==> src/rtl/div_seq.sv <==
// rtl/div_seq.sv - multi-cycle restoring divider with start/ready/done handshake
//
// Purpose:
//   Produces the quotient and remainder of a / b. It resolves one quotient bit
//   per clock using a trial subtraction of the form
//   partial remainder + ~divisor + 1, where carry-out = 1 means no borrow.
//   A zero divisor is detected when the operands are accepted. In that case the
//   divider answers on the next cycle with q = all ones, r = a and the
//   div_zero flag set.
//
// Ports:
//   clk          rising-edge clock
//   rst          asynchronous active-high reset
//   start_in     division request, sampled only while ready_out = 1
//   a, b         dividend / divisor, captured on accept
//   ready_out    1 while idle
//   done_out     one-cycle pulse when q_out / r_out / div_zero_out are fresh
//   q_out        quotient, held until the next result load
//   r_out        remainder, held until the next result load
//   div_zero_out divisor was zero, held with the results
//
// Optional feature:
//   DIV_SIGNED_EN - treat a and b as two's complement. Operand magnitudes are
//   taken on accept and the core iterates unchanged. Quotient and remainder
//   signs are fixed on the same edge that loads the outputs.

module div_seq #(
   parameter int WIDTH = 4
) (
   input  logic             clk,
   input  logic             rst,
   input  logic             start_in,
   input  logic [WIDTH-1:0] a,
   input  logic [WIDTH-1:0] b,
   output logic             ready_out,
   output logic             done_out,
   output logic [WIDTH-1:0] q_out,
   output logic [WIDTH-1:0] r_out,
   output logic             div_zero_out
);

   localparam int CW = $clog2(WIDTH);

   typedef enum logic [1:0] {
      S_IDLE,
      S_CALC,
      S_DONE
   } state_t;

   state_t           state_q, state_d;
   logic [WIDTH-1:0] rem_q, rem_d;    // partial remainder
   logic [WIDTH-1:0] dvd_q, dvd_d;    // dividend shifting out, quotient shifting in
   logic [WIDTH-1:0] dsr_q, dsr_d;    // divisor (magnitude)
   logic [CW-1:0]    cnt_q, cnt_d;
   logic [WIDTH-1:0] q_q, q_d;
   logic [WIDTH-1:0] r_q, r_d;
   logic             dz_q, dz_d;
   logic             ready_q, ready_d;
   logic             done_q, done_d;

   logic [WIDTH:0]   rs;
   logic [WIDTH+1:0] sum;
   logic             c_out;
   logic             unused_sum_msb;
   logic [WIDTH-1:0] rem_next;
   logic [WIDTH-1:0] q_raw;
   logic [WIDTH-1:0] q_fix;
   logic [WIDTH-1:0] r_fix;
   logic [WIDTH-1:0] a_mag;
   logic [WIDTH-1:0] b_mag;

`ifdef DIV_SIGNED_EN
   logic             neg_q_q, neg_q_d;
   logic             neg_r_q, neg_r_d;
`endif

   // One restoring step. The sum is one bit wider than the WIDTH+1 operands,
   // so that its top bit is the carry-out of the trial subtraction.
   always_comb begin
      rs             = {rem_q, dvd_q[WIDTH-1]};
      sum            = {1'b0, rs} + {1'b0, ~{1'b0, dsr_q}} + (WIDTH+2)'(1);
      c_out          = sum[WIDTH+1];
      unused_sum_msb = sum[WIDTH];
      rem_next       = c_out ? sum[WIDTH-1:0] : rs[WIDTH-1:0];
      q_raw          = {dvd_q[WIDTH-2:0], c_out};
   end

   // Operand magnitudes on accept and sign fix-up on result load.
   always_comb begin
`ifdef DIV_SIGNED_EN
      a_mag = a[WIDTH-1] ? (~a + WIDTH'(1)) : a;
      b_mag = b[WIDTH-1] ? (~b + WIDTH'(1)) : b;
      q_fix = neg_q_q ? (~q_raw + WIDTH'(1)) : q_raw;
      r_fix = neg_r_q ? (~rem_next + WIDTH'(1)) : rem_next;
`else
      a_mag = a;
      b_mag = b;
      q_fix = q_raw;
      r_fix = rem_next;
`endif
   end

   always_comb begin
      state_d = state_q;
      rem_d   = rem_q;
      dvd_d   = dvd_q;
      dsr_d   = dsr_q;
      cnt_d   = cnt_q;
      q_d     = q_q;
      r_d     = r_q;
      dz_d    = dz_q;
`ifdef DIV_SIGNED_EN
      neg_q_d = neg_q_q;
      neg_r_d = neg_r_q;
`endif

      case (state_q)
         S_IDLE: begin
            if (start_in) begin
               dz_d  = 1'b0;
               rem_d = '0;
               dvd_d = a_mag;
               dsr_d = b_mag;
               cnt_d = CW'(WIDTH - 1);
`ifdef DIV_SIGNED_EN
               neg_q_d = a[WIDTH-1] ^ b[WIDTH-1];
               neg_r_d = a[WIDTH-1];
`endif
               if (b == '0) begin
                  // Zero divisor: answer immediately, skip the iterations.
                  q_d     = '1;
                  r_d     = a;
                  dz_d    = 1'b1;
                  state_d = S_DONE;
               end else begin
                  state_d = S_CALC;
               end
            end
         end

         S_CALC: begin
            rem_d = rem_next;
            dvd_d = q_raw;
            cnt_d = cnt_q - CW'(1);
            if (cnt_q == '0) begin
               q_d     = q_fix;
               r_d     = r_fix;
               state_d = S_DONE;
            end
         end

         S_DONE: begin
            state_d = S_IDLE;
         end

         default: begin
            state_d = S_IDLE;
         end
      endcase

      // Handshake outputs are registered and track the state being entered.
      ready_d = (state_d == S_IDLE);
      done_d  = (state_d == S_DONE);
   end

   always_ff @(posedge clk or posedge rst) begin
      if (rst) begin
         state_q <= S_IDLE;
         rem_q   <= '0;
         dvd_q   <= '0;
         dsr_q   <= '0;
         cnt_q   <= '0;
         q_q     <= '0;
         r_q     <= '0;
         dz_q    <= 1'b0;
         ready_q <= 1'b1;
         done_q  <= 1'b0;
`ifdef DIV_SIGNED_EN
         neg_q_q <= 1'b0;
         neg_r_q <= 1'b0;
`endif
      end else begin
         state_q <= state_d;
         rem_q   <= rem_d;
         dvd_q   <= dvd_d;
         dsr_q   <= dsr_d;
         cnt_q   <= cnt_d;
         q_q     <= q_d;
         r_q     <= r_d;
         dz_q    <= dz_d;
         ready_q <= ready_d;
         done_q  <= done_d;
`ifdef DIV_SIGNED_EN
         neg_q_q <= neg_q_d;
         neg_r_q <= neg_r_d;
`endif
      end
   end

   assign ready_out    = ready_q;
   assign done_out     = done_q;
   assign q_out        = q_q;
   assign r_out        = r_q;
   assign div_zero_out = dz_q;

endmodule

==> config.mk <==
export PLATFORM = sky130hd
export DESIGN_NAME = div_seq
export DESIGN_NICKNAME = d
export VERILOG_FILES = /design/src/rtl/div_seq.sv
export SDC_FILE = /design/constraint.sdc
export NUM_CORES = 1
export LEC_CHECK = 0
export ABC_AREA = 1
export BUFFER_PORTS_ARGS = -buffer_cell sky130_fd_sc_hd__buf_2
export CAP_MARGIN = 30
export CORE_MARGIN = 2
export CORE_UTILIZATION = 55
export CTS_BUF_LIST = sky130_fd_sc_hd__clkbuf_4 sky130_fd_sc_hd__clkbuf_8 sky130_fd_sc_hd__clkbuf_16
export DETAILED_ROUTE_END_ITERATION = 8
export GPL_TIMING_DRIVEN = 0
export PLACE_DENSITY = 0.78
export SYNTH_ARGS = -nofsm -noshare
export SYNTH_HDL_FRONTEND = slang
export SYNTH_SLANG_ARGS = --single-unit
==> constraint.sdc <==
create_clock -name clk -period 2.39 [get_ports clk]
set_input_delay 0.478 -clock clk [delete_from_list [all_inputs] [get_ports clk]]
set_output_delay 0.478 -clock clk [all_outputs]
set_load 0.05 [all_outputs]
==> impl_metrics.csv <==
group,metric,value,unit
clocking,cts_tree,"built",
setup_path,worst-path-buf-inv,1,
setup_path,path_cells,"ha_1 > nand2_1 > nand2_1 > nand3_1 > nand2_1 > nand3_1 > nand3_1 > nand2_1 > inv_1",
drt,vias,1132,
floorplanning,start_util,56.3,%
global_routing,grt_pass1_vias,1078,
synth,syn_inst,162,
finish,areaGrowthSynthToFinish,14.6,%
power_and_ir_drop,total_power,2.42,mW
timing,whs,0.137,ns
setup_path,worst-r2r-cell-count,9,
place,hpwl,2.11,mm
drt,drc,0,
drt,viasPerCell,5.19,
drt,post_drt_wl_per_cell,11.9,um
timing,min_period,1.70,ns
global_routing,gr-total-overflow,0,
power_and_ir_drop,power.density,1550,nW/um^2
timing,worst_slew_pin_slew,0.476,ns
setup_path,path_common_cell,"nand2_1",
setup_path,startpoint,"rem_q[0]",
global_routing,antenna_found_initial,0,
place,pre_cts_slack,0.711,ns
drt,first_iter_violations,19,
timing,max_freq,588,MHz
clocking,postCtsHoldBufs,0,
setup_path,crit_fanout,6,
timing,setup_slack,0.691,ns
setup_path,crit_family,"simple AND/OR/NAND/NOR gates",
place,gp_congestion,0.894,
status,status,"completed",
clocking,cts_sinks,27,
finish,n_fill_cell,220,
floorplanning,fp.coreArea,2410,sq um
global_routing,grt_max_degree,18,
synth,ys_ff_latch,27,
floorplanning,fp-row-count,18,
place,dp.cells,214,
clocking,cts_buffers,3,
power_and_ir_drop,peakVddDrop,0.000855,V
setup_path,critPathKind,"flip-flop to flip-flop",
floorplanning,die_y,53.7,um
synth,muxShareOfSynthArea,0,%
floorplanning,ios,22,
timing,post-route-period-util,71.1,%
setup_path,max_stage_delay,0.48,ns
drt,wirelength,2.59,mm
power_and_ir_drop,power.leakage,0.870,nW
drt,firstDrtPassIters,4,
setup_path,cp.arrival,1.94,ns
clocking,post_cts_buffers,0,
synth,yosysUniqueCellTypes,23,
finish,fin_nets,206,
synth,synth_top_family_by_area,"simple AND/OR/NAND/NOR gates",
timing,drv_slew,0,
synth,syn_avg_cell_area,8.38,sq um
floorplanning,design.die.area,2880,sq um
finish,mostFrequentLayoutCell,"nand2_1",
synth,synth-simple-area-share,24.6,%
clocking,clk_pin_slew,0.14,ns
timing,setup_violations,0,
clocking,cts-resized-gates,0,
finish,diodes,0,
clocking,htree_levels,1,
global_routing,grt_pass1_wl,4.48,mm
setup_path,critPathCaptureType,"flip-flop",
setup_path,endpoint,"r_out[0]",
synth,syn-num-nets,179,
setup_path,cpMaxStageDelayCell,"dfrtp_1",
setup_path,r2r_slack,0.69,ns
synth,synth-xor-area-share,0.645,%
setup_path,startpoint_type,"flip-flop",
timing,rsz0062_at_grt,"no",
clocking,clockRootBuffer,"clkbuf_4",
floorplanning,dieWidth,53.7,um
clocking,clock_latency,0.32,ns
setup_path,worst-path-stages,9,
setup_path,timing.rr.end,"r_out[0]",
finish,finalNonFillerCells,218,
timing,setup_tns,0,ns
setup_path,required,2.63,ns
timing,finalHoldViolations,0,
job,maxCapViolCount,0,
clocking,cts.path.max_buffers,2,
timing,clock_skew,0.00345,ns
synth,synth_adder_area_share,6.08,%
synth,yosysWarnings,0,
global_routing,grt.total_usage,21.7,%
finish,final_cell_mix,"31 x nand2_1, 28 x inv_1, 26 x dfrtp_1, 21 x buf_2, 14 x nor2_1",
synth,netlist_area,1360,sq um
finish,final_layout_size_suffix_gt1_share,22.3,%
setup_path,reg2reg_from,"rem_q[0]",
timing,relSlewSlack,68.2,%
hold_path,worstHoldPathType,"primary input to async pin",
place,portBuffers,21,
drt,ant_nets,0,
synth,synth-compound-area-share,8.02,%
synth,ys_seq_area_share,49.9,%
-- registers in the layout, indices dropped and copies added (netlist names) --
| register | cells |
|---|---|
| dsr_q | 4 |
| rem_q | 4 |
| dvd_q | 4 |
| r_out | 4 |
| ready_out | 1 |
| q_out | 4 |
| state_q | 2 |
| cnt_q | 2 |
| div_zero_out | 1 |
| done_out | 1 |
-- worst min path at each step --
stage / to / slack [ns] / cells past startpoint
after floorplan: dvd_q[1] / 0.45 / 2
after global placement: q_out[0] / 0.46 / 2
after detailed placement: dvd_q[1] / 0.47 / 2
after CTS: q_out[3] / 0.15 / 2
after global routing: done_out / 0.17 / 2
final: r_out[0] / 0.14 / 2
-- worst reg2reg max path: stages, from the launching register on --
cell     delay [ns]
dfrtp_1        0.48
ha_1           0.32
nand2_1        0.07
nand2_1        0.06
nand3_1        0.18
nand2_1        0.18
nand3_1        0.13
nand3_1        0.10
nand2_1        0.07
inv_1          0.03
-- cells in the mapped netlist --
master   count  area [sq um]
a22oi_1      1          7.51
nor2_2       4          25.0
o21ai_2      1          8.76
o21ai_1      4          20.0
nand2_1     31           116
nand2_2      3          18.8
nor2_1      14          52.6
dfstp_2      1          26.3
o31ai_1      2          15.0
dfrtp_1     26           651
o22ai_1      2          12.5
ha_1         5          62.6
nand4_1      5          31.3
buf_6        1          11.3
a21oi_1      3          15.0
o21ai_0      6          30.0
buf_4        2          15.0
inv_2        4          15.0
fa_1         1          20.0
inv_1       28           105
nand3_1     13          65.1
xor2_1       1          8.76
or2_1        4          25.0
-- cells by family after synthesis --
kind of cell | count (synthesis)
and+or+nand+nor | 74
buffers and inverters | 35
DFF | 27
AOI/OAI and AO/OA | 19
adders and majority gates | 6
xor gates and xnor gates | 1
-- final cells by class --
class | instances | area [sq um] | area share [%]
Inverter | 32 | 120 | 7.72
Clock inverter | 1 | 5.00 | 0.322
Tap cell | 30 | 37.5 | 2.41
Clock buffer | 3 | 22.5 | 1.45
Timing Repair Buffer | 22 | 133 | 8.53
Multi-Input combinational cell | 100 | 534 | 34.4
Sequential cell | 27 | 677 | 43.5
Buffer | 3 | 26.3 | 1.69
-- routing by layer --
metal	track usage (%)	wire (um)	vias to the layer above
met4	10.3	46	0
met3	4.72	120	8
met1	24.6	1100	533
li1	-	-	562
met2	38.4	1330	29
met5	0	0	-
-- where the power goes --
part,switching (mW),internal (mW)
Sequential,0.116,0.678
Combinational,0.988,0.440
Clock,0.134,0.0628
Total,1.24,1.18
-- metrics by stage --
step | util, % | cell area (sq um)
floorplan | - | 1360
global placement | 62.3 | 1500
detailed placement | 63.4 | 1530
CTS | 64.5 | 1560
global route | 64.5 | 1560
finish | 64.5 | 1560
(Power assumes the default switching activity.)
